--- src/rtl/slave_fifo_msg_deframer_pkg.sv ---
// -----------------------------------------------------------------------------
// slave_fifo_msg_deframer_pkg
//   Definitions shared by the slave-FIFO message framer (write side) and the
//   deframer (read side): header word values and the state encoding reported
//   on state_monitor.
// -----------------------------------------------------------------------------
package slave_fifo_msg_deframer_pkg;

    // Header words that open every frame.
    localparam logic [15:0] DEF_PREFIX_WORD = 16'hBBBB;
    localparam logic [15:0] DEF_SRCLEN_WORD = 16'hCCCC;

    // The numeric values are visible on state_monitor, so they are fixed.
    typedef enum logic [2:0] {
        ST_HUNT    = 3'd0,
        ST_HDR     = 3'd1,
        ST_PAYLOAD = 3'd2,
        ST_DONE    = 3'd3,
        ST_ERROR   = 3'd4
    } deframer_state_e;

endpackage

--- src/rtl/slave_fifo_msg_deframer_if.sv ---
// -----------------------------------------------------------------------------
// slave_fifo_msg_deframer_if
//   Bundles the deframer's data path and status signals.
//   master : drives the slave-FIFO word stream (DIN, DIN_VALID), the frame
//            length (MSG_LEN) and the downstream FIFO_FULL flag; observes the rest.
//   slave  : the deframer; drives DOUT/WR_REQ toward the downstream FIFO,
//            the MSG_DONE/MSG_ERR pulses, state_monitor and payload_counter.
// -----------------------------------------------------------------------------
interface slave_fifo_msg_deframer_if;
    logic [15:0] DIN;
    logic        DIN_VALID;
    logic [7:0]  MSG_LEN;
    logic        FIFO_FULL;
    logic [15:0] DOUT;
    logic        WR_REQ;
    logic        MSG_DONE;
    logic        MSG_ERR;
    logic [2:0]  state_monitor;
    logic [7:0]  payload_counter;

    modport master (
        output DIN, DIN_VALID, MSG_LEN, FIFO_FULL,
        input  DOUT, WR_REQ, MSG_DONE, MSG_ERR, state_monitor, payload_counter
    );

    modport slave (
        input  DIN, DIN_VALID, MSG_LEN, FIFO_FULL,
        output DOUT, WR_REQ, MSG_DONE, MSG_ERR, state_monitor, payload_counter
    );
endinterface

--- src/rtl/slave_fifo_msg_deframer_gap_timeout_counter.sv ---
// -----------------------------------------------------------------------------
// slave_fifo_msg_deframer_gap_timeout_counter
//   Counts idle cycles between words while a frame is open.
//   clk, rst : clock, synchronous active-high reset
//   enable   : frame is open; when low the count is held at zero
//   clear    : a word arrived this cycle; restarts the idle count
//   limit    : number of consecutive idle cycles that aborts the frame
//   expired  : this cycle is the limit-th idle cycle in a row; the owner
//              acts on it at the coming edge
// -----------------------------------------------------------------------------
module slave_fifo_msg_deframer_gap_timeout_counter (
    input  logic        clk,
    input  logic        rst,
    input  logic        enable,
    input  logic        clear,
    input  logic [15:0] limit,
    output logic        expired
);

    logic [15:0] count;

    // NOTE: registers are written with <= so every flop samples the values
    // from before the edge, independent of statement order between blocks.
    always_ff @(posedge clk) begin
        if (rst || !enable || clear) begin
            count <= '0;
        end else if (count != 16'hFFFF) begin
            count <= count + 16'd1;
        end
    end

    // Widened so that limit=65535 compares without overflow.
    assign expired = enable && !clear &&
                     (({1'b0, count} + 17'd1) >= {1'b0, limit});

endmodule

--- src/rtl/slave_fifo_msg_deframer.sv ---
// -----------------------------------------------------------------------------
// slave_fifo_msg_deframer
//   Receive-side counterpart of the slave-FIFO message framer. Hunts for the
//   PREFIX_WORD / SRCLEN_WORD header, forwards exactly MSG_LEN payload words
//   to a downstream FIFO and reports completion (MSG_DONE) or an aborted
//   frame (MSG_ERR).
//   CLK, RST        : clock, synchronous active-high reset
//   bus.DIN         : word from the slave FIFO, valid when bus.DIN_VALID
//   bus.MSG_LEN     : payload length, latched when the SRCLEN word is taken
//   bus.FIFO_FULL   : downstream FIFO cannot take a word
//   bus.DOUT/WR_REQ : payload word and its one-cycle write strobe
//   bus.MSG_DONE    : one-cycle pulse, frame delivered
//   bus.MSG_ERR     : one-cycle pulse, frame aborted
//   bus.state_monitor, bus.payload_counter : observability
// -----------------------------------------------------------------------------
module slave_fifo_msg_deframer
    import slave_fifo_msg_deframer_pkg::*;
#(
    parameter logic [15:0] PREFIX_WORD = DEF_PREFIX_WORD,
    parameter logic [15:0] SRCLEN_WORD = DEF_SRCLEN_WORD,
    parameter int          GAP_TIMEOUT = 255,
    parameter int          ERR_HOLD    = 2
) (
    input logic                      CLK,
    input logic                      RST,
    slave_fifo_msg_deframer_if.slave bus
);

    localparam logic [15:0] GAP_LIMIT = 16'(GAP_TIMEOUT);
    // Last value of the hold counter before leaving ERROR.
    localparam logic [15:0] ERR_LAST  = (ERR_HOLD > 1) ? 16'(ERR_HOLD - 1) : 16'd0;

    deframer_state_e state;
    logic [15:0]     dout_q;
    logic            wr_req_q;
    logic            msg_done_q;
    logic            msg_err_q;
    logic [7:0]      payload_cnt;
    logic [7:0]      len_reg;
    logic [15:0]     err_cnt;
    logic            gap_expired;

    wire        din_valid = bus.DIN_VALID;
    wire [15:0] din       = bus.DIN;
    wire [7:0]  cnt_inc   = payload_cnt + 8'd1;

    slave_fifo_msg_deframer_gap_timeout_counter u_gap (
        .clk     (CLK),
        .rst     (RST),
        .enable  ((state == ST_HDR) || (state == ST_PAYLOAD)),
        .clear   (din_valid),
        .limit   (GAP_LIMIT),
        .expired (gap_expired)
    );

    always_ff @(posedge CLK) begin
        if (RST) begin
            state       <= ST_HUNT;
            dout_q      <= '0;
            wr_req_q    <= 1'b0;
            msg_done_q  <= 1'b0;
            msg_err_q   <= 1'b0;
            payload_cnt <= '0;
            len_reg     <= '0;
            err_cnt     <= '0;
        end else begin
            // Pulses default low; each branch raises them for a single cycle.
            wr_req_q   <= 1'b0;
            msg_done_q <= 1'b0;
            msg_err_q  <= 1'b0;
            err_cnt    <= '0;

            case (state)
                // DONE also accepts a new prefix so back-to-back frames survive.
                ST_HUNT, ST_DONE: begin
                    if (state == ST_DONE) begin
                        payload_cnt <= '0;
                    end
                    if (din_valid && din == PREFIX_WORD) begin
                        state <= ST_HDR;
                    end else begin
                        state <= ST_HUNT;
                    end
                end

                ST_HDR: begin
                    if (din_valid) begin
                        if (din == SRCLEN_WORD) begin
                            len_reg     <= bus.MSG_LEN;
                            payload_cnt <= '0;
                            if (bus.MSG_LEN == 8'd0) begin
                                state      <= ST_DONE;
                                msg_done_q <= 1'b1;
                            end else begin
                                state <= ST_PAYLOAD;
                            end
                        end else if (din != PREFIX_WORD) begin
                            state     <= ST_ERROR;
                            msg_err_q <= 1'b1;
                        end
                    end else if (gap_expired) begin
                        state     <= ST_ERROR;
                        msg_err_q <= 1'b1;
                    end
                end

                // Header values inside the payload are plain data.
                ST_PAYLOAD: begin
                    if (din_valid) begin
                        if (bus.FIFO_FULL) begin
                            state     <= ST_ERROR;
                            msg_err_q <= 1'b1;
                        end else begin
                            dout_q      <= din;
                            wr_req_q    <= 1'b1;
                            payload_cnt <= cnt_inc;
                            if (cnt_inc == len_reg) begin
                                state      <= ST_DONE;
                                msg_done_q <= 1'b1;
                            end
                        end
                    end else if (gap_expired) begin
                        state     <= ST_ERROR;
                        msg_err_q <= 1'b1;
                    end
                end

                ST_ERROR: begin
                    if (err_cnt >= ERR_LAST) begin
                        state       <= ST_HUNT;
                        payload_cnt <= '0;
                    end else begin
                        err_cnt <= err_cnt + 16'd1;
                    end
                end

                default: state <= ST_HUNT;
            endcase
        end
    end

    assign bus.DOUT            = dout_q;
    assign bus.WR_REQ          = wr_req_q;
    assign bus.MSG_DONE        = msg_done_q;
    assign bus.MSG_ERR         = msg_err_q;
    assign bus.state_monitor   = state;
    assign bus.payload_counter = payload_cnt;

endmodule

--- src/flat_wrapper.sv ---
// flat-port wrapper written by rule: the top's interface ports become plain ports
module slave_fifo_msg_deframer_flat import slave_fifo_msg_deframer_pkg::*;
#(
    parameter logic [15:0] PREFIX_WORD = DEF_PREFIX_WORD,
    parameter logic [15:0] SRCLEN_WORD = DEF_SRCLEN_WORD,
    parameter int          GAP_TIMEOUT = 255,
    parameter int          ERR_HOLD    = 2
)
  (CLK, RST, bus_DIN, bus_DIN_VALID, bus_MSG_LEN, bus_FIFO_FULL, bus_DOUT, bus_WR_REQ, bus_MSG_DONE, bus_MSG_ERR, bus_state_monitor, bus_payload_counter);
  slave_fifo_msg_deframer_if bus_i ();
  input logic CLK;
  input logic RST;
  input wire logic [$bits(bus_i.DIN)-1:0] bus_DIN;
  input wire logic [$bits(bus_i.DIN_VALID)-1:0] bus_DIN_VALID;
  input wire logic [$bits(bus_i.MSG_LEN)-1:0] bus_MSG_LEN;
  input wire logic [$bits(bus_i.FIFO_FULL)-1:0] bus_FIFO_FULL;
  output wire logic [$bits(bus_i.DOUT)-1:0] bus_DOUT;
  output wire logic [$bits(bus_i.WR_REQ)-1:0] bus_WR_REQ;
  output wire logic [$bits(bus_i.MSG_DONE)-1:0] bus_MSG_DONE;
  output wire logic [$bits(bus_i.MSG_ERR)-1:0] bus_MSG_ERR;
  output wire logic [$bits(bus_i.state_monitor)-1:0] bus_state_monitor;
  output wire logic [$bits(bus_i.payload_counter)-1:0] bus_payload_counter;
  assign bus_i.DIN = bus_DIN;
  assign bus_i.DIN_VALID = bus_DIN_VALID;
  assign bus_i.MSG_LEN = bus_MSG_LEN;
  assign bus_i.FIFO_FULL = bus_FIFO_FULL;
  assign bus_DOUT = bus_i.DOUT;
  assign bus_WR_REQ = bus_i.WR_REQ;
  assign bus_MSG_DONE = bus_i.MSG_DONE;
  assign bus_MSG_ERR = bus_i.MSG_ERR;
  assign bus_state_monitor = bus_i.state_monitor;
  assign bus_payload_counter = bus_i.payload_counter;
  slave_fifo_msg_deframer #(.PREFIX_WORD(PREFIX_WORD), .SRCLEN_WORD(SRCLEN_WORD), .GAP_TIMEOUT(GAP_TIMEOUT), .ERR_HOLD(ERR_HOLD)) u_core (.CLK(CLK), .RST(RST), .bus(bus_i));
endmodule
--- config.mk ---
export PLATFORM = sky130hd
export DESIGN_NAME = slave_fifo_msg_deframer_flat
export DESIGN_NICKNAME = d
export VERILOG_FILES = /design/src/rtl/slave_fifo_msg_deframer_pkg.sv /design/src/rtl/slave_fifo_msg_deframer_if.sv /design/src/rtl/slave_fifo_msg_deframer_gap_timeout_counter.sv /design/src/rtl/slave_fifo_msg_deframer.sv /design/src/flat_wrapper.sv
export SDC_FILE = /design/constraint.sdc
export NUM_CORES = 1
export LEC_CHECK = 0
export ABC_AREA = 1
export CORE_ASPECT_RATIO = 0.7
export CORE_MARGIN = 1.5
export CORE_UTILIZATION = 54
export DETAILED_ROUTE_END_ITERATION = 8
export GPL_TIMING_DRIVEN = 0
export MAX_ROUTING_LAYER = met4
export PLACE_DENSITY = 0.9
export SLEW_MARGIN = 20
export SYNTH_ARGS = -nofsm -noshare
export SYNTH_HDL_FRONTEND = slang
export SYNTH_SLANG_ARGS = --single-unit
--- constraint.sdc ---
create_clock -name CLK -period 3.4 [get_ports CLK]
set_input_delay 0.34 -clock CLK [delete_from_list [all_inputs] [get_ports CLK]]
set_output_delay 0.34 -clock CLK [all_outputs]
set_load 0.005 [all_outputs]
==> results.toml, run 1 <==
[sta]
fin_skew_ns = 0.00967
tightest_slew_ns = 0.606
timing.setup.tns_ns = 0
period_minus_slack_ns = 2.18
setup_viol = 0
slew_viol_final = 0
rsz0062_at_grt = "no"
fin_crit_sh_pct = 64.2
setup_ws_ns = 1.22
relSlewSlack_pct = 59.6
clock.fmax_mhz = 458
final_hold_viol_count = 0

[pwr]
internal-power_w = 0.00124
p_per_area_nw_per_um2 = 374
p_leak_nw = 1.75
switching_share_pct = 22.1
p_sw_w = 0.000352
pwr-share-comb_pct = 4.6
p_clk_share_pct = 43.3
vdd_ir_drop_max_v = 0.000223
seqPwrFrac_pct = 52.1

[logic_synthesis]
synth_ff_type = "dfxtp_1"
synth.distinct_cells = 37
syn_avg_cell_area_sq_um = 6.96
synth_edf_count = 0
ys_async_sr_fraction_pct = 0
synth_top_family_by_area = "simple AND/OR/NAND/NOR gates"
synth_xor_area_share_pct = 1.56
ys_seq_area_share_pct = 41.7
synthCells = 483
synth_compound_area_share_pct = 11.6
synth_seq_cells = 70
muxShareOfSynthArea_pct = 0
post_synth_fa_ha_maj_area_fraction_pct = 2.23
synth_simple_gate_area_share_pct = 34.6
ys_warn_count = 0
synth.cell_area_sq_um = 3360

[global_routing]
grt_util_all_layers_pct = 27.5
antenna_found_initial = 0
grt_overflow_total = 0
grt_pass1_vias = 3231
grt_pass1_wl_mm = 14.4
grt_max_degree = 12

[worst_setup_path]
endpoint_kind = "flip-flop"
cp-start-kind = "flip-flop"
worstPathArrival_ns = 2.44
worst-path-max-fanout = 8
ff2ff_path_depth = 12
cp.required_ns = 3.66
worstSetupPathType = "flip-flop to flip-flop"

[clock_tree]
cts_max_path_buffers = 2
cts_htree_levels = 3
cts_tree = "done"
cts_setup_buffers = 0
numClockSinks = 70
clkTransAtPathRegs_ns = 0.07
cts_resized = 0
clkLatencyLatePin_ns = 0.35
cts_inserted_buffers = 9
cts_hold_buffers = 0
cts_root_buffer = "clkbuf_8"

[place]
placed_cell_area_sq_um = 4060
dp_slack_ns = 1.16
place.gp.congestion = 0.982
io_buffers = 56
hpwlAfterDp_mm = 6.46

[run_status]
outcome = "finished, final reports clean"

[worst_hold_path]
hold_depth = 3
holdCritPathClass = "input pin to flip-flop"

[drt]
viasPerCell = 5.55
routed_wl_mm = 8.93
drc = 0
drt_iter0_drc = 339
ant_nets = 0
vias = 3565
drt_first_pass_iters = 6
post_drt_wl_per_cell_microns = 13.9

[run]
maxCapViolCount = 0

[finish]
drive_above_1_share_pct = 6.00
nNetsFinal = 596
diodes = 0
final_area_sq_um = 4260
syn_to_final_growth_pct = 26.8

[die]
die_w_microns = 97.3
dieArea_sq_um = 6720
core_sq_um = 5870
boundaryPins = 58
start_util_pct = 57.3
rows = 23
dieHeight_microns = 69.0
## worst max-delay path: stages (launching register included)
cell and delay (ns):
dfxtp_1 0.50, ha_1 0.26, nand2_2 0.09, nor2_1 0.20, nand2_1 0.07, nand2_1 0.10, nand2_1 0.06, nand2_1 0.06
nand2_1 0.05, nor2_1 0.13, nand3_1 0.15, or2_1 0.24, a21oi_1 0.19
## power by group through the flow
stage               Sequential (W)  Combinational [W]  Clock (W)
floorplan                 0.000848          0.0000252          0
global placement          0.000848          0.0000681          0
detailed placement        0.000849          0.0000695          0
CTS                       0.000830          0.0000701   0.000696
global route              0.000830          0.0000787   0.000734
finish                    0.000830          0.0000732   0.000689
## area by class of cell
| type | count | area [sq um] |
|---|---|---|
| Buffer | 10 | 52.6 |
| Clock buffer | 13 | 159 |
| Clock inverter | 3 | 42.5 |
| Fill cell | 457 | 1610 |
| Inverter | 60 | 225 |
| Multi-Input combinational cell | 355 | 1730 |
| Sequential cell | 70 | 1400 |
| Tap cell | 75 | 93.8 |
| Timing Repair Buffer | 56 | 561 |
## cell families (layout without fill, tap and decap cells)
| kind of cell | Yosys count | in the layout |
|---|---|---|
| adders and majority gates | 6 | 6 |
| DFF | 70 | 70 |
| xor gates and xnor gates | 6 | 6 |
| AOI/OAI and AO/OA | 74 | 74 |
| and+or+nand+nor | 256 | 256 |
| buffers and inverters | 70 | 142 |
| other | 1 | 13 |
## worst paths after layout
check	end	from	slack (ns)
worst min register to register	u_core.err_cnt[0]$_SDFF_PP0_	u_core.err_cnt[0]$_SDFF_PP0_	0.48
worst max-delay path	u_core.bus.MSG_DONE$_SDFF_PP0_	u_core.bus.payload_counter[0]$_SDFFE_PP0P_	1.22
worst min-delay path	u_core.bus.MSG_DONE$_SDFF_PP0_	bus_DIN_VALID	0.34
worst max register to register	u_core.bus.MSG_DONE$_SDFF_PP0_	u_core.bus.payload_counter[0]$_SDFFE_PP0P_	1.22
## synthesized netlist by cell type, types with 2 or more instances
library cell	count	area, sq um
inv_1	57	214
nor2_1	71	267
a21oi_1	38	190
nand2_1	109	409
o21ai_0	29	145
clkbuf_1	4	15.0
dfxtp_1	70	1400
nand4_1	16	100
nand3_1	31	155
inv_2	3	11.3
o21bai_1	2	15.0
xnor2_1	5	43.8
nand3_2	2	20.0
nand3b_1	8	60.1
nor4_1	4	25.0
nor2_4	3	33.8
or2_1	2	12.5
buf_2	3	15.0
ha_1	6	75.1
nor3_1	3	15.0
## layout by cell type, fill, tap and decap left out, types with 3 or more instances in the layout
master           netlist  routed
nand2_1              109     109
nor2_1                71      71
dfxtp_1               70      70
inv_1                 57      57
clkdlybuf4s50_1        0      56
a21oi_1               38      38
nand3_1               31      31
o21ai_0               29      29
nand4_1               16      16
conb_1                 1      13
clkbuf_8               0      11
nand3b_1               8       8
clkbuf_1               4       6
ha_1                   6       6
xnor2_1                5       5
nor4_1                 4       4
inv_2                  3       3
nor2_4                 3       3
buf_2                  3       3
nor3_1                 3       3
## layer usage
layer	GRT usage (%)	vias to the layer above	part of all wire (%)
li1	-	1710	-
met1	36.9	1586	45
met2	39.7	248	43
met3	8.72	21	11
met4	8.41	0	1.4
met5	-	-	0
## metrics by stage
step	instances	hold WS, ns	utilization [%]	power, W
floorplan	495	0.409	-	0.000873
finish	642	0.341	72.6	0.00159
detailed placement	626	0.455	69.2	0.000918
CTS	642	0.322	72.6	0.00160
global route	642	0.351	72.6	0.00164
global placement	626	0.444	69.2	0.000916
No activity file was read; power rests on OpenSTA's default activity.
==> run 2, diff against run 1 <==
--- a/config.mk
+++ b/config.mk
@@ -8,11 +8,11 @@
 export ABC_AREA = 1
 export CORE_ASPECT_RATIO = 0.7
 export CORE_MARGIN = 1.5
-export CORE_UTILIZATION = 54
+export CORE_UTILIZATION = 48
 export DETAILED_ROUTE_END_ITERATION = 8
 export GPL_TIMING_DRIVEN = 0
 export MAX_ROUTING_LAYER = met4
-export PLACE_DENSITY = 0.9
+export PLACE_DENSITY = 0.85
 export SLEW_MARGIN = 20
 export SYNTH_ARGS = -nofsm -noshare
 export SYNTH_HDL_FRONTEND = slang
==> constraint.sdc (replaced) <==
create_clock -name CLK -period 1.9 [get_ports CLK]
set_input_delay 0.19 -clock CLK [delete_from_list [all_inputs] [get_ports CLK]]
set_output_delay 0.19 -clock CLK [all_outputs]
set_load 0.005 [all_outputs]
==> results.toml, run 2 (synthesized netlist as in run 1, its figures left out) <==
[global_routing]
antenna_found_initial = 0
grt_pass1_vias = 3058
use_met2_pct = 36.5
grt_pass1_wl_mm = 13.7
grt_util_all_layers_pct = 24.5
grt_use_met1_pct = 32.1
grtUsageMet3_pct = 9.00
grt_overflow_total = 0
top_usage_layer = "met2"
grt_max_degree = 12

[die]
dieHeight_microns = 73.0
boundaryPins = 58
rows = 25
dieArea_sq_um = 7520
start_util_pct = 49.8
core_sq_um = 6760
die_w_microns = 103

[worst_hold_path]
min_to = "u_core.bus.MSG_DONE$_SDFF_PP0_"
hold_depth = 3
holdCritPathClass = "input pin to flip-flop"
hp-start = "bus_DIN_VALID"

[clock_tree]
cts_root_buffer = "clkbuf_8"
clkTransAtPathRegs_ns = 0.07
cts_tree = "done"
numClockSinks = 70
clkLatencyLatePin_ns = 0.36
cts_inserted_buffers = 9
cts_htree_levels = 3
cts_hold_buffers = 0
cts_max_path_buffers = 2

[sta]
period_minus_slack_ns = 1.90
setup_ws_ns = -0.000687
fin_skew_ns = 0.00768
tightest_slew_ns = 0.578
final_hold_viol_count = 0
fin_crit_sh_pct = 100
setup_viol = 1
slew_viol_final = 0
clock.fmax_mhz = 526
relSlewSlack_pct = 61.4
rsz0062_at_grt = "yes"

[run_status]
outcome = "complete, but fails checks"
violations = "negative setup slack"

[run]
maxCapViolCount = 0

[place]
io_buffers = 56
placed_cell_area_sq_um = 4090
place.gp.congestion = 0.920
dp.cells = 645
hpwlAfterDp_mm = 6.30

[drt]
drt_iter0_drc = 252
drt_first_pass_iters = 5
routed_wl_mm = 8.68
viasPerCell = 5.14
ant_nets = 0
drc = 0
vias = 3423
post_drt_wl_per_cell_microns = 13.0

[worst_setup_path]
cp-start-kind = "flip-flop"
endpoint_kind = "flip-flop"
worstSetupPathType = "flip-flop to flip-flop"
ff2ff_setup_slack_ns = -0.0007
worst-path-max-fanout = 5
timing.rr.start = "u_core.bus.payload_counter[1]$_SDFFE_PP0P_"
cp.required_ns = 2.18
ff2ff_path_depth = 14
worstPathArrival_ns = 2.18
rr_endpoint = "u_core.bus.state_monitor[0]$_SDFFE_PP0P_"

[pwr]
p_per_area_nw_per_um2 = 637
p_leak_nw = 1.79
vdd_ir_drop_max_v = 0.000337

[finish]
nNetsFinal = 601
layout_commonest_cell = "nand2_1"
syn_to_final_growth_pct = 31.6
final_area_sq_um = 4430
fin_cells = 666
drive_above_1_share_pct = 11.5
final_cell_mix = "nand2_1 (106), nor2_1 (63), dfxtp_1 (63), clkdlybuf4s50_1 (56), inv_1 (55)"
diodes = 0
==> run 2: changes by cell type in the layout (fill, tap and decap cells not counted), moves of 4 or more <==
cell     before  now
nor2_1       71   63
dfxtp_1      70   63
nor2_2        1    7
buf_4         1    6
dfxtp_4       0    4
==> run 2: worst max path at each step <==
stage               slack (ns)  cells after the start                                  startpoint                                       end
floorplan                 0.21                     15  u_core.bus.payload_counter[0]$_SDFFE_PP0P_  u_core.bus.state_monitor[0]$_SDFFE_PP0P_
global placement         -0.18                      8                                 bus_DIN[15]            u_core.len_reg[6]$_SDFFE_PP0P_
global route             -0.09                     13  u_core.bus.payload_counter[1]$_SDFFE_PP0P_  u_core.bus.state_monitor[0]$_SDFFE_PP0P_
detailed placement       -0.24                      8                                 bus_DIN[15]            u_core.len_reg[6]$_SDFFE_PP0P_
finish                 -0.0007                     14  u_core.bus.payload_counter[1]$_SDFFE_PP0P_  u_core.bus.state_monitor[0]$_SDFFE_PP0P_
CTS                      0.002                     14          u_core.u_gap.count[0]$_SDFFE_PP0N_  u_core.bus.state_monitor[2]$_SDFFE_PP0P_
==> run 2: timing repair <==
item	CTS	global route
setup buffers	0	5
endpoints found under the setup margin	12	40
pin swaps	1	8
gates resized for setup	8	28
==> run 2: area by class of cell <==
class | instances | area [sq um]
Buffer | 10 | 52.6
Sequential cell | 70 | 1420
Tap cell | 94 | 118
Clock inverter | 4 | 45.0
Timing Repair Buffer | 61 | 598
Clock buffer | 12 | 155
Fill cell | 580 | 2330
Inverter | 60 | 228
Multi-Input combinational cell | 355 | 1810
==> run 2: metal layers <==
layer	part of all wire [%]	up-vias
li1	-	1721
met1	47	1559
met2	45	128
met3	7.2	15
met4	1.3	0
met5	0	-
==> run 2: through the flow <==
step,worst slack [ns],power [W],setup TNS [ns],hold slack (ns),utilization (%)
after floorplan,0.208,0.00156,0,0.259,-
after global placement,-0.181,0.00164,-1.22,0.445,60.5
after detailed placement,-0.238,0.00164,-1.95,0.464,60.5
after CTS,0.00158,0.00284,0,0.138,63.7
after global routing,-0.0905,0.00292,-0.180,0.143,65.5
final,-0.000687,0.00282,-0.000687,0.142,65.5
==> run 2: worst max-delay path: stages, from the launching register on <==
cell and delay, ns:
dfxtp_4 0.38, ha_2 0.19, nand2_2 0.12, buf_4 0.18, nand2_2 0.07, nor2_1 0.04
nor2_1 0.11, nand3_1 0.10, nor2_1 0.14, nand3_2 0.12, nand2_1 0.08, nand2_1 0.04
nor2_1 0.07, nand2_1 0.06, a21oi_1 0.11
==> run 2: power breakdown <==
part | internal (W) | switching (W) | leakage, nW
sequential | 0.00148 | 0.00000431 | 0.573
combinational | 0.0000627 | 0.0000661 | 1.11
clock | 0.000671 | 0.000539 | 0.106
total | 0.00221 | 0.000609 | 1.79
